[src/rtl/heartbeat_peak_detect_pkg.sv]
// Shared types and constants for the heartbeat peak detector and its BPM divider.
package heartbeat_peak_detect_pkg;

    localparam int IVL_W = 10;
    localparam int DVD_W = 16;
    localparam int BPM_W = 8;

    typedef enum logic [1:0] {
        ST_ARMED,
        ST_TRACK,
        ST_REFRACT
    } hb_state_e;

    // Samples-per-minute numerator: bpm = bpm_const(FS) / interval.
    function automatic logic [DVD_W-1:0] bpm_const(input int fs);
        return DVD_W'(60 * fs);
    endfunction

endpackage

[src/rtl/heartbeat_peak_detect_if.sv]
// Sample-in / beat-out bundle between the match filter, the detector and the display logic.
interface heartbeat_peak_detect_if #(
    parameter int DATA_W = 16
);
    import heartbeat_peak_detect_pkg::*;

    logic                     ready;
    logic signed [DATA_W-1:0] y;
    logic                     beat;
    logic [IVL_W-1:0]         interval;
    logic [BPM_W-1:0]         bpm;
    logic                     bpm_valid;
    logic signed [DATA_W-1:0] threshold;

    modport master (
        output ready, y,
        input  beat, interval, bpm, bpm_valid, threshold
    );

    modport slave (
        input  ready, y,
        output beat, interval, bpm, bpm_valid, threshold
    );

endinterface

[src/rtl/heartbeat_peak_detect_bpm_divider.sv]
// Iterative restoring divider, one quotient bit per clock, quotient saturated to BPM_W bits.
module bpm_divider
    import heartbeat_peak_detect_pkg::*;
(
    input  logic             clock,
    input  logic             reset,
    input  logic             start,
    input  logic [DVD_W-1:0] dividend,
    input  logic [IVL_W-1:0] divisor,
    output logic [BPM_W-1:0] quotient,
    output logic             done,
    output logic             busy
);

    localparam int                STEP_W    = $clog2(DVD_W);
    localparam logic [STEP_W-1:0] STEP_LAST = STEP_W'(DVD_W - 1);

    logic [IVL_W-1:0]  rem;
    logic [DVD_W-1:0]  q;
    logic [IVL_W-1:0]  dvs;
    logic [STEP_W-1:0] step;

    logic [IVL_W:0]    r_sh;
    logic [IVL_W:0]    r_nx;
    logic              ge;
    logic [DVD_W-1:0]  q_nx;

    // q starts as the dividend and fills with quotient bits from the bottom.
    always_comb begin
        r_sh = {rem, q[DVD_W-1]};
        ge   = (r_sh >= {1'b0, dvs});
        r_nx = ge ? (r_sh - {1'b0, dvs}) : r_sh;
        q_nx = {q[DVD_W-2:0], ge};
    end

    always_ff @(posedge clock) begin
        if (reset) begin
            busy     <= 1'b0;
            done     <= 1'b0;
            quotient <= '0;
            rem      <= '0;
            q        <= '0;
            dvs      <= '0;
            step     <= '0;
        end else begin
            done <= 1'b0;
            if (busy) begin
                rem  <= r_nx[IVL_W-1:0];
                q    <= q_nx;
                step <= step + 1'b1;
                if (step == STEP_LAST) begin
                    busy     <= 1'b0;
                    done     <= 1'b1;
                    step     <= '0;
                    quotient <= (|q_nx[DVD_W-1:BPM_W]) ? '1 : q_nx[BPM_W-1:0];
                end
            end else if (start) begin
                busy <= 1'b1;
                rem  <= '0;
                q    <= dividend;
                dvs  <= divisor;
                step <= '0;
            end
        end
    end

endmodule

[src/rtl/heartbeat_peak_detect.sv]
// Adaptive-threshold peak detector with refractory lockout, inter-beat interval and BPM output.
module heartbeat_peak_detect
    import heartbeat_peak_detect_pkg::*;
#(
    parameter int DATA_W      = 16,
    parameter int FS          = 250,
    parameter int REFRACT     = 50,
    parameter int MAX_GAP     = 500,
    parameter int DECAY_SHIFT = 6,
    parameter int MIN_THRESH  = 64
) (
    input  logic                   clock,
    input  logic                   reset,
    heartbeat_peak_detect_if.slave hb
);

    localparam int                       RC_W    = $clog2(REFRACT);
    localparam logic signed [DATA_W-1:0] THR_MIN = DATA_W'(MIN_THRESH);
    localparam logic [IVL_W-1:0]         GAP_MAX = IVL_W'(MAX_GAP);
    localparam logic [RC_W-1:0]          RC_LAST = RC_W'(REFRACT - 1);
    localparam logic [DVD_W-1:0]         BPM_K   = bpm_const(FS);

    hb_state_e state, state_nx;

    logic signed [DATA_W-1:0] env;
    logic signed [DATA_W-1:0] cand;
    logic signed [DATA_W-1:0] env_half;
    logic signed [DATA_W-1:0] env_dec;
    logic signed [DATA_W-1:0] thr_nx;
    logic [IVL_W-1:0]         cnt;
    logic [IVL_W-1:0]         cnt_n;
    logic                     timeout;
    logic [RC_W-1:0]          rc;
    logic                     have_prev;

    logic                     declare;
    logic                     cand_ld;

    logic                     div_start;
    logic                     div_done;
    logic                     div_busy;
    logic [BPM_W-1:0]         div_q;

    always_comb begin
        env_half = env >>> 1;
        env_dec  = env - (env >>> DECAY_SHIFT);
        thr_nx   = (env_half > THR_MIN) ? env_half : THR_MIN;
        cnt_n    = (cnt >= GAP_MAX - 1'b1) ? GAP_MAX : cnt + 1'b1;
        timeout  = (cnt_n == GAP_MAX);
    end

    always_ff @(posedge clock) begin
        if (reset) state <= ST_ARMED;
        else       state <= state_nx;
    end

    // The sample that falls below the candidate marks the previous sample as the peak.
    always_comb begin
        state_nx = state;
        declare  = 1'b0;
        cand_ld  = 1'b0;
        if (hb.ready) begin
            unique case (state)
                ST_ARMED: begin
                    if (hb.y > hb.threshold) begin
                        state_nx = ST_TRACK;
                        cand_ld  = 1'b1;
                    end
                end
                ST_TRACK: begin
                    if (hb.y >= cand) begin
                        cand_ld = 1'b1;
                    end else begin
                        declare  = 1'b1;
                        state_nx = ST_REFRACT;
                    end
                end
                ST_REFRACT: begin
                    if (rc == RC_LAST) state_nx = ST_ARMED;
                end
                default: state_nx = ST_ARMED;
            endcase
        end
    end

    // A beat landing on the timeout sample still arms the next interval.
    always_ff @(posedge clock) begin
        if (reset) begin
            env          <= '0;
            cand         <= '0;
            cnt          <= '0;
            rc           <= '0;
            have_prev    <= 1'b0;
            hb.beat      <= 1'b0;
            hb.interval  <= '0;
            hb.threshold <= THR_MIN;
        end else begin
            hb.beat <= declare;
            if (hb.ready) begin
                if (hb.y > env)
                    env <= hb.y;
                else if (!env[DATA_W-1] && env != '0)
                    env <= env_dec;
                hb.threshold <= thr_nx;
                cnt          <= declare ? '0 : cnt_n;
                if (timeout) have_prev <= 1'b0;
                if (cand_ld) cand <= hb.y;
                if (state == ST_REFRACT && rc != RC_LAST) rc <= rc + 1'b1;
                if (declare) begin
                    hb.interval <= cnt_n;
                    rc          <= '0;
                    have_prev   <= 1'b1;
                end
            end
        end
    end

    assign div_start = declare && have_prev && !timeout && !div_busy;

    bpm_divider u_div (
        .clock    (clock),
        .reset    (reset),
        .start    (div_start),
        .dividend (BPM_K),
        .divisor  (cnt_n),
        .quotient (div_q),
        .done     (div_done),
        .busy     (div_busy)
    );

    always_ff @(posedge clock) begin
        if (reset) begin
            hb.bpm       <= '0;
            hb.bpm_valid <= 1'b0;
        end else begin
            hb.bpm_valid <= div_done;
            if (div_done) hb.bpm <= div_q;
            if (hb.ready && timeout) hb.bpm <= '0;
        end
    end

endmodule
[src/flat_wrapper.sv]
// flat-port wrapper written by rule: the top's interface ports become plain ports
module heartbeat_peak_detect_flat import heartbeat_peak_detect_pkg::*;
#(
    parameter int DATA_W      = 16,
    parameter int FS          = 250,
    parameter int REFRACT     = 50,
    parameter int MAX_GAP     = 500,
    parameter int DECAY_SHIFT = 6,
    parameter int MIN_THRESH  = 64
)
  (clock, reset, hb_ready, hb_y, hb_beat, hb_interval, hb_bpm, hb_bpm_valid, hb_threshold);
  heartbeat_peak_detect_if #(.DATA_W(DATA_W)) hb_i ();
  input  logic clock;
  input  logic reset;
  input wire logic [$bits(hb_i.ready)-1:0] hb_ready;
  input wire logic [$bits(hb_i.y)-1:0] hb_y;
  output wire logic [$bits(hb_i.beat)-1:0] hb_beat;
  output wire logic [$bits(hb_i.interval)-1:0] hb_interval;
  output wire logic [$bits(hb_i.bpm)-1:0] hb_bpm;
  output wire logic [$bits(hb_i.bpm_valid)-1:0] hb_bpm_valid;
  output wire logic [$bits(hb_i.threshold)-1:0] hb_threshold;
  assign hb_i.ready = hb_ready;
  assign hb_i.y = hb_y;
  assign hb_beat = hb_i.beat;
  assign hb_interval = hb_i.interval;
  assign hb_bpm = hb_i.bpm;
  assign hb_bpm_valid = hb_i.bpm_valid;
  assign hb_threshold = hb_i.threshold;
  heartbeat_peak_detect #(.DATA_W(DATA_W), .FS(FS), .REFRACT(REFRACT), .MAX_GAP(MAX_GAP), .DECAY_SHIFT(DECAY_SHIFT), .MIN_THRESH(MIN_THRESH)) u_core (.clock(clock), .reset(reset), .hb(hb_i));
endmodule
[config.mk]
export PLATFORM = sky130hd
export DESIGN_NAME = heartbeat_peak_detect_flat
export DESIGN_NICKNAME = d
export VERILOG_FILES = /design/src/rtl/heartbeat_peak_detect_pkg.sv /design/src/rtl/heartbeat_peak_detect_if.sv /design/src/rtl/heartbeat_peak_detect_bpm_divider.sv /design/src/rtl/heartbeat_peak_detect.sv /design/src/flat_wrapper.sv
export SDC_FILE = /design/constraint.sdc
export NUM_CORES = 1
export LEC_CHECK = 0
export BUFFER_PORTS_ARGS = -buffer_cell sky130_fd_sc_hd__buf_2
export CAP_MARGIN = 25
export CELL_PAD_IN_SITES_DETAIL_PLACEMENT = 1
export CELL_PAD_IN_SITES_GLOBAL_PLACEMENT = 2
export CORE_MARGIN = 2
export CORE_UTILIZATION = 32
export DETAILED_ROUTE_END_ITERATION = 16
export PLACE_DENSITY = 0.72
export SYNTH_ARGS = -nofsm -noshare
export SYNTH_HDL_FRONTEND = slang
export SYNTH_SLANG_ARGS = --single-unit
[constraint.sdc]
create_clock -name clock -period 7.45 [get_ports clock]
set_clock_uncertainty 0.1 [all_clocks]
set_input_delay 0.745 -clock clock [delete_from_list [all_inputs] [get_ports clock]]
set_output_delay 0.745 -clock clock [all_outputs]
set_load 0.01 [all_outputs]
==> metrics.cfg, run 1 <==
[clock_tree]
clock_tree.root_cell=clkbuf_16
postCtsResizedCells=0
cts_setup_buffers=0
hold_buffers=0
htreeDepth=4
clk_path_buf_depth=2
path_clk_slew_ns=0.07
numCtsBuffers=17
clkLatencyLatePin_ns=0.42
cts_tree=done
cts_sinks=136

[timing]
slew_viol_final=0
worstMarginPinSlew_ns=1.01
max_freq_mhz=274
rsz0062_at_grt=no
finalHoldViolations=0
setup_viol=0
fin_crit_ns=3.65
setup_tns_ns=0
relSlewSlack=0.325
fin_crit_sh=0.490
setup_ws_ns=3.80

[route]
ant_nets=0
wirelength_um=24100
drt_iter0_drc=277
via_per_inst=5.31
drt_pass1_iterations=4
vias=7139
wl_met3_um=589
drcViolationCount=0
highest_layer=met5
drt-met1-wl_um=11700
dr_wl_met2_um=11400
wl_per_cell_um=18.0

[floorplan]
initial_core_util=0.323
row_count=58
pin_count=55
fp.dieW_um=163
coreArea_um2=25000
die_height_um=163
die-area_um2=26500

[yosys]
avgSynthCellArea_um2=8.32
syn_area_um2=8060
synth.ff_latch_count=136
syn-instance-count=968
yosys_warnings=0
async_reset_ff_frac=0
ys_seq_area_frac=0.338
ys.flop_type=dfxtp_1
synthesis.nets=1067
synth_cell_types=72
synth_edf_count=0

[setup_path]
cp_max_fo=16
criticalPathCategory=flop to flop
start_kind=flop
crit_path_end_kind=flop
cp.required_ns=7.67
critPathArrivalTime_ns=3.87

[hold_path]
holdCritPathClass=flop to flop

[placed_design]
hpwl_um=17600
dp_slack_ns=3.46
place.gp.congestion=0.782
io_buffer_count=54

[grt]
grt-ovfl-total=0
grt_util_all_layers=0.190
grt_pass1_vias=7387
grt_first_pass_wirelength_um=39400
antenna_found_initial=1
grt_max_degree=53

[finish]
layout_commonest_cell=dfxtp_1
nNetsFinal=1100
fillers=3015
antenna_cells=0
syn_to_final_growth_pct=14.4
layout-drive-gt1-share=0.112
seqCellArea_um2=2720
multi_input_area_um2=4820
layout_common_cells=136 x dfxtp_1, 95 x nand2_1, 78 x inv_1, 78 x ha_1, 73 x nor2_1

[flow_run]
drv_cap=0

[status]
status=finished, final reports clean

[power_and_ir_drop]
power.total_mw=3.18
p_per_area_nw_per_um2=346
ir_drop_mv=0.202
p_leak_nw=3.76

layer usage:
| layer | vias to the layer above | GRT usage |
|---|---|---|
| li1 | 3541 | - |
| met1 | 3469 | 0.250 |
| met2 | 100 | 0.319 |
| met3 | 27 | 0.0275 |
| met4 | 2 | 0.0619 |
| met5 | - | 0 |
flip-flops by register name, summed over array words and instances (netlist names), 2 cells and up:
signal,count
u_core.state,2
u_core.hb.interval,10
u_core.u_div.dvs,10
u_core.u_div.quotient,8
u_core.cand,16
u_core.u_div.step,4
u_core.rc,6
u_core.u_div.rem,10
u_core.hb.threshold,15
u_core.env,16
u_core.hb.bpm,8
u_core.u_div.q,16
u_core.cnt,10
worst paths after layout:
kind | startpoint | end | slack, ns | depth (start not counted)
worst max-delay path | u_core.env[15]$_SDFFE_PP0P_ | u_core.env[0]$_SDFFE_PP0P_ | 3.80 | 9
worst min-delay path | u_core.hb.interval[3]$_SDFFE_PP0P_ | u_core.hb.interval[3]$_SDFFE_PP0P_ | 0.36 | 2
worst max register to register | u_core.env[15]$_SDFFE_PP0P_ | u_core.env[0]$_SDFFE_PP0P_ | 3.80 | 9
worst min register to register | u_core.hb.interval[3]$_SDFFE_PP0P_ | u_core.hb.interval[3]$_SDFFE_PP0P_ | 0.36 | 2
cell usage after synthesis, drive strengths merged, types with 7 or more instances:
master	n	area, um^2
dfxtp	136	2720
nand2	96	363
inv	79	297
ha	78	976
nor2	73	274
a21oi	71	370
o21ai	49	245
mux2i	42	420
clkbuf	30	113
nand3	29	145
nor3	24	125
a31oi	20	140
nand4	19	119
buf	18	113
a21o	16	120
xnor2	16	140
a211oi	15	125
a22o	14	131
o31ai	12	90.1
nor2b	11	68.8
or2	10	62.6
nor4	8	50.1
a311oi	7	61.3
nand2b	7	43.8
o21a	7	52.6
or3	7	43.8
or4	7	56.3
xor2	7	61.3
metrics by stage:
| step | util | instance area (um^2) | std cells | hold WS [ns] |
|---|---|---|---|---|
| 2_1_floorplan | - | 8060 | 968 | 0.328 |
| 3_3_place_gp | 0.344 | 8580 | 1311 | 0.346 |
| 3_5_place_dp | 0.344 | 8580 | 1312 | 0.358 |
| 4_1_cts | 0.369 | 9210 | 1344 | 0.367 |
| 5_1_grt | 0.369 | 9210 | 1344 | 0.390 |
| 6_report | 0.369 | 9210 | 1344 | 0.361 |
cells by family after synthesis:
logic type      synth area share
mux                       0.0522
compound gates             0.209
xor+xnor                  0.0250
buf+inv                   0.0648
flops                      0.338
simple gates               0.185
fa+ha+maj                  0.126
critical path, cell delays in order, from the launching register on:
cell and delay [ns]:
dfxtp_1 0.46, inv_1 0.25, ha_1 0.41, nand4_1 0.09, or2_1 0.25, a211o_1 0.29
a31oi_1 0.51, or3_1 0.75, mux2i_1 0.16, a31o_2 0.27
area by class of cell:
cell class,count,area share
clock buffers,17,0.0462
clock inverters,15,0.0219
inverters,79,0.0322
multi-input cells,705,0.523
flip-flops and latches,136,0.296
well taps,330,0.0448
repair buffers,62,0.0359
where the power goes:
| group | leakage (nW) | switching, mW | internal, mW |
|---|---|---|---|
| clock | 0.306 | 0.381 | 0.542 |
| sequential | 1.10 | 0.100 | 0.802 |
| combinational | 2.35 | 0.820 | 0.537 |
| total | 3.76 | 1.30 | 1.88 |
Note: power is estimated with default switching activity, not from simulation.
==> run 2, diff against run 1 <==
- ABC_AREA: not set -> 1
- PLACE_DENSITY: 0.72 -> 0.78
- clock period: 7.45 -> 3 ns (I/O delays scaled with it)
==> run 2 against run 1 <==
Against the previous run: the flow now finishes with violations (DRC); clock power grew 130%; core utilization grew 0.52 points; worst hold slack lost 0.30 ns; via count grew 12%; cell area grew 6.2%; critical endpoint is now u_core.u_div.busy$_SDFF_PP0_; sequential power grew 130%; count of clock-buffer cells in the layout grew 3; total power grew 130%; non-clock buffer count grew 19; area after synthesis grew 5.9%; sequential share of layout area shrank 1.7 points.
==> metrics.cfg, run 2 <==
[setup_path]
rr_worst_depth=15
crit_path_end_kind=flop
path_cells=inv_1 -> ha_1 -> nand2_1 -> nor2_1 -> nand2_1 -> nor2_2 -> nand2_1 -> nand4_1 -> nand3_2 -> nor2_4 -> nand2_8 -> nor2_4 -> buf_12 -> nor2_1 -> nor2_1
criticalPathCategory=flop to flop
r2r_end=u_core.u_div.busy$_SDFF_PP0_
start_kind=flop
cp.required_ns=3.24
r2r_setup_slack_ns=0.35
cp_max_fo=24
crit-reg2reg-launch=u_core.cand[15]$_SDFFE_PP0P_
crit_slowest_cell=dfxtp_1
critPathTopFamily=simple AND/OR/NAND/NOR gates
critPathBufInv=2
slowest_delay_ns=0.34
critPathArrivalTime_ns=2.89

[finish]
layout_commonest_cell=nand2_1
syn_to_final_growth_pct=14.6
nNetsFinal=1363
layout-drive-gt1-share=0.143
reg_top3=u_core.cand x16, u_core.env x16, u_core.u_div.q x16
layout_common_cells=260 x nand2_1, 146 x inv_1, 136 x dfxtp_1
antenna_cells=0

[status]
status=finished, violations left
violations=DRC

[hold_path]
hp-start=hb_y[0]
hold_end=u_core.cand[0]$_SDFFE_PP0P_
holdCritPathClass=input pin to flop
whs_path_depth=3

[yosys]
yosys_warnings=0
synth.ff_latch_count=136
synth_edf_count=0
syn-instance-count=1211
synth_cell_types=44
ys.flop_type=dfxtp_1
async_reset_ff_frac=0
synth_most_common_cell=nand2_1
avgSynthCellArea_um2=7.05
syn_area_um2=8530
synthesis.nets=1310
synth_top_area_frac=0.319
ys_seq_area_frac=0.319
yosys.area.top_type=dfxtp_1
synth_area_leaders=dfxtp_1 32%, ha_1 11%, nand2_1 11%
synth_commonest_cells=260 x nand2_1, 147 x inv_1, 136 x dfxtp_1, 121 x a21oi_1, 105 x nor2_1

[floorplan]
die-area_um2=28000
fp.dieW_um=167
die_height_um=167
row_count=59
pin_count=55
coreArea_um2=26100
initial_core_util=0.326

[timing]
max_freq_mhz=378
whs_ns=0.0613
rsz0062_at_grt=no
slew_viol_final=0
fin_crit_ns=2.65
fin_crit_sh=0.882
setup_tns_ns=0
finalHoldViolations=0
setup_viol=0
worstMarginPinSlew_ns=0.846
relSlewSlack=0.431

[power_and_ir_drop]
p_leak_nw=4.25
p_per_area_nw_per_um2=743
ir_drop_mv=0.296

[placed_design]
hpwl_um=20200
io_buffer_count=54
place.gp.congestion=0.825

[grt]
antenna_found_initial=0
grt_pass1_vias=8079
grt-ovfl-total=0
grt_first_pass_wirelength_um=43300
grt_util_all_layers=0.193
grt_max_degree=46

[route]
drcViolationCount=3
drt_pass1_iterations=10
ant_nets=0
vias=7989
wirelength_um=26300
drt_iter0_drc=392
via_per_inst=4.96
wl_per_cell_um=16.3

[clock_tree]
clock_tree.root_cell=clkbuf_16
hold_buffers=0
cts_sinks=136
postCtsResizedCells=0
clk_path_buf_depth=2
cts_tree=done
clkLatencyLatePin_ns=0.43
numCtsBuffers=17
path_clk_slew_ns=0.07
htreeDepth=4

[flow_run]
drv_cap=0

==> run 2: cell count changes in the layout (fill, tap and decap cells not counted), moves of 19 or more <==
cell / delta
nand3_1: +66
a21oi_1: +52
nand2_1: +165
inv_1: +68
nand3_2: +23
buf_4: +19
a21oi_2: +19
nor2_1: +32
mux2i_1: -42
==> run 2: worst max-delay path by stage <==
stage                                       startpoint  slack [ns]                          endpoint  depth (start not counted)
after global routing      u_core.cand[15]$_SDFFE_PP0P_        0.06  u_core.u_div.dvs[5]$_SDFFE_PP0P_                         15
final                     u_core.cand[15]$_SDFFE_PP0P_        0.35      u_core.u_div.busy$_SDFF_PP0_                         15
after CTS                 u_core.cand[15]$_SDFFE_PP0P_        0.27  u_core.u_div.dvs[5]$_SDFFE_PP0P_                         14
after detailed placement                      hb_y[15]        0.24  u_core.u_div.dvs[5]$_SDFFE_PP0P_                         14
after global placement      u_core.cnt[0]$_SDFFE_PP0P_        0.40  u_core.u_div.dvs[5]$_SDFFE_PP0P_                         15
after floorplan            u_core.env[15]$_SDFFE_PP0P_        0.68        u_core.env[1]$_SDFFE_PP0P_                         12
==> run 2: cell families (layout without fill, tap and decap cells) <==
kind of cell             Yosys count  in the layout  synth area share
flip-flops                       136            136             0.319
XOR/XNOR                          22             22            0.0226
buffers and inverters            197            263            0.0941
AND/OR/NAND/NOR                  551            551             0.298
adder cells (fa/ha/maj)           80             80             0.119
AO/OA/AOI/OAI                    225            225             0.147
==> run 2: area by class of cell <==
type,instances,area [um^2]
repair buffers,81,488
well taps,335,419
multi-input cells,878,5010
inverters,150,563
flip-flops and latches,136,2720
clock inverters,12,114
clock buffers,20,467
fillers,3327,16400
==> run 2: through the flow <==
step,worst slack [ns],utilization,cells,power (mW),instance area (um^2)
2_1_floorplan,0.685,-,1211,4.26,8530
3_3_place_gp,0.398,0.351,1579,5.16,9180
3_5_place_dp,0.237,0.351,1579,5.19,9180
4_1_cts,0.271,0.373,1611,7.33,9760
5_1_grt,0.0631,0.374,1612,7.83,9780
6_report,0.354,0.374,1612,7.27,9780
==> run 2: per-layer routing <==
| layer | GRT usage | share of wire | wire [um] | up-vias |
|---|---|---|---|---|
| met2 | 0.329 | 0.47 | 12300 | 83 |
| met3 | 0.0243 | 0.021 | 564 | 22 |
| li1 | - | - | - | 4101 |
| met5 | 0 | 0 | 0 | - |
| met1 | 0.259 | 0.50 | 13100 | 3783 |
| met4 | 0.0488 | 0.013 | 351 | 0 |
==> run 2: worst min-delay path, stage by stage <==
cell,delay [ns]
buf_2,0.12
nand2_1,0.06
a21oi_1,0.05
==> run 2: what timing repair did <==
item / in CTS / in global routing
endpoints found under the hold margin: 0 / 0
endpoints found under the setup margin: 0 / 2
buffers inserted: 0 / 1
==> run 2: power by group <==
group	switching [mW]	internal, mW	total [mW]
Sequential	0.164	1.95	2.12
Clock	0.895	1.22	2.12
Combinational	1.95	1.08	3.03
Total	3.01	4.25	7.27
==> run 3, diff against run 2 <==
--- a/config.mk
+++ b/config.mk
@@ -14,5 +14,5 @@
 export CORE_UTILIZATION = 32
 export DETAILED_ROUTE_END_ITERATION = 16
-export PLACE_DENSITY = 0.78
+export PLACE_DENSITY_LB_ADDON = 0.1
 export SYNTH_ARGS = -nofsm -noshare
 export SYNTH_HDL_FRONTEND = slang
==> constraint.sdc (replaced) <==
create_clock -name clock -period 3 [get_ports clock]
set_clock_uncertainty 0.1 [all_clocks]
set_input_delay 0.75 -clock clock [delete_from_list [all_inputs] [get_ports clock]]
set_output_delay 0.75 -clock clock [all_outputs]
set_load 0.01 [all_outputs]
==> run 3 against run 2 <==
Against the previous run: the flow still finishes with violations (DRC); clock power hardly changed; worst hold slack better by 0.26 ns; count of clock-buffer cells in the layout is 1 lower; core utilization is 0.56 points higher; worst setup slack worse by 0.062 ns; largest cell class unchanged.
==> metrics.cfg, run 3 (same netlist as run 2, synthesis figures left out) <==
[status]
status=finished, violations left
violations=DRC

[floorplan]
die-area_um2=28000
die_height_um=167
initial_core_util=0.326
coreArea_um2=26100
pin_count=55
fp.dieW_um=167
row_count=59

[power_and_ir_drop]
p_leak_nw=4.33
ir_drop_mv=0.279
power.total_mw=7.36
p_per_area_nw_per_um2=741

[setup_path]
criticalPathCategory=flop to flop
start_kind=flop
path_cells=inv_1 -> ha_1 -> a21oi_1 -> o21ai_0 -> buf_4 -> a21oi_1 -> nand2_1 -> nand2_1 -> nand3_1 -> a21oi_1 -> buf_4 -> nand2_1 -> nand2_1 -> nor2_1
crit-reg2reg-launch=u_core.env[15]$_SDFFE_PP0P_
critPathTopFamily=compound AO/OA/AOI/OAI gates
crit_slowest_cell=dfxtp_1
cp_max_fo=9
r2r_setup_slack_ns=0.29
r2r_end=u_core.env[6]$_SDFFE_PP0P_
rr_worst_depth=14
slowest_delay_ns=0.40
critPathBufInv=3
cpMostUsedCell=nand2_1
cp.required_ns=3.23
crit_path_end_kind=flop
critPathArrivalTime_ns=2.94

[clock_tree]
cts_tree=done
clkLatencyLatePin_ns=0.44
numCtsBuffers=17
hold_buffers=0
path_clk_slew_ns=0.07
clock_tree.root_cell=clkbuf_16
cts_sinks=136
clk_path_buf_depth=2
htreeDepth=4
cts_setup_buffers=0
postCtsResizedCells=0

[placed_design]
hpwl_um=21400
place.gp.congestion=0.793
io_buffer_count=54
dp.cells=1595
postPlaceCellArea_um2=9350

[route]
drt_pass1_iterations=10
drt-met1-wl_um=12800
via_per_inst=4.95
ant_nets=0
drt_iter0_drc=313
dr_wl_met2_um=14000
wl_per_cell_um=17.1
drcViolationCount=5
vias=8050
wl_met3_um=605
wirelength_um=27800
highest_layer=met4

[finish]
layout_commonest_cell=nand2_1
fin_area_um2=9930
fillers=3311
nNetsFinal=1378
reg_top3=u_core.cand x16, u_core.env x16, u_core.u_div.q x16
instances_no_fill=1627
syn_to_final_growth_pct=16.3
layout-drive-gt1-share=0.152
antenna_cells=0
layout_common_cells=260 x nand2_1, 146 x inv_1, 136 x dfxtp_1

[hold_path]
holdCritPathClass=flop to flop
hold_end=u_core.hb.interval[9]$_SDFFE_PP0P_
hp-start=u_core.hb.interval[9]$_SDFFE_PP0P_
whs_path_depth=2

[timing]
fin_crit_ns=2.71
whs_ns=0.325
worstMarginPinSlew_ns=0.805
relSlewSlack=0.459
setup_viol=0
finalHoldViolations=0
fin_crit_sh=0.903
rsz0062_at_grt=no
max_freq_mhz=369
slew_viol_final=0

[grt]
antenna_found_initial=0
grt_pass1_vias=8224
grt_util_all_layers=0.203
grt_max_degree=84
grt_first_pass_wirelength_um=44500
grt-ovfl-total=0

[flow_run]
drv_cap=0

==> run 3: cell types whose count changed in the layout (fill, tap and decap cells not counted), sizes merged <==
| cell | delta |
|---|---|
| clkbuf | -1 |
| inv | +3 |
| buf | +15 |
| clkinv | -2 |
==> run 3: how the worst max path moves through the flow <==
| stage | endpoint | cells after the start | slack [ns] | from |
|---|---|---|---|---|
| 2_1_floorplan | u_core.env[1]$_SDFFE_PP0P_ | 11 | 0.45 | hb_y[15] |
| 3_5_place_dp | u_core.env[6]$_SDFFE_PP0P_ | 14 | -0.07 | hb_y[15] |
| 6_report | u_core.env[6]$_SDFFE_PP0P_ | 14 | 0.29 | u_core.env[15]$_SDFFE_PP0P_ |
| 4_1_cts | u_core.env[6]$_SDFFE_PP0P_ | 14 | 0.27 | u_core.env[15]$_SDFFE_PP0P_ |
| 5_1_grt | u_core.env[6]$_SDFFE_PP0P_ | 14 | 0.05 | u_core.env[15]$_SDFFE_PP0P_ |
| 3_3_place_gp | u_core.env[4]$_SDFFE_PP0P_ | 14 | -0.05 | hb_y[15] |
==> run 3: metrics by stage <==
stage	TNS, ns	setup slack [ns]	utilization
after detailed placement	-0.339	-0.0684	0.358
after global placement	-0.234	-0.0529	0.358
after floorplan	0	0.451	-
after CTS	0	0.274	0.380
final	0	0.292	0.380
after global routing	0	0.0507	0.380
==> run 3: layout make-up <==
type,count,area (um^2),share of cell area
multi-input cells,878,5010,0.504
flip-flops and latches,136,2720,0.274
repair buffers,96,638,0.0643
inverters,150,563,0.0567
clock buffers,19,443,0.0446
well taps,335,419,0.0422
clock inverters,13,134,0.0135
==> run 3: power by group <==
part / internal, mW / switching, mW / total (mW)
combinational: 1.13 / 2.00 / 3.13
sequential: 1.95 / 0.156 / 2.11
clock: 1.19 / 0.938 / 2.13
==> run 3: worst reg2reg max path, stage by stage (launching register included) <==
cell,delay [ns]
dfxtp_1,0.40
inv_1,0.14
ha_1,0.33
a21oi_1,0.20
o21ai_0,0.12
buf_4,0.15
a21oi_1,0.15
nand2_1,0.07
nand2_1,0.11
nand3_1,0.17
a21oi_1,0.28
buf_4,0.23
nand2_1,0.07
nand2_1,0.06
nor2_1,0.04
==> run 3: layer usage <==
metal / vias to the layer above / track usage
met1: 3820 / 0.247
met2: 83 / 0.371
met5: - / 0
met3: 24 / 0.0286
met4: 0 / 0.0590
li1: 4123 / -
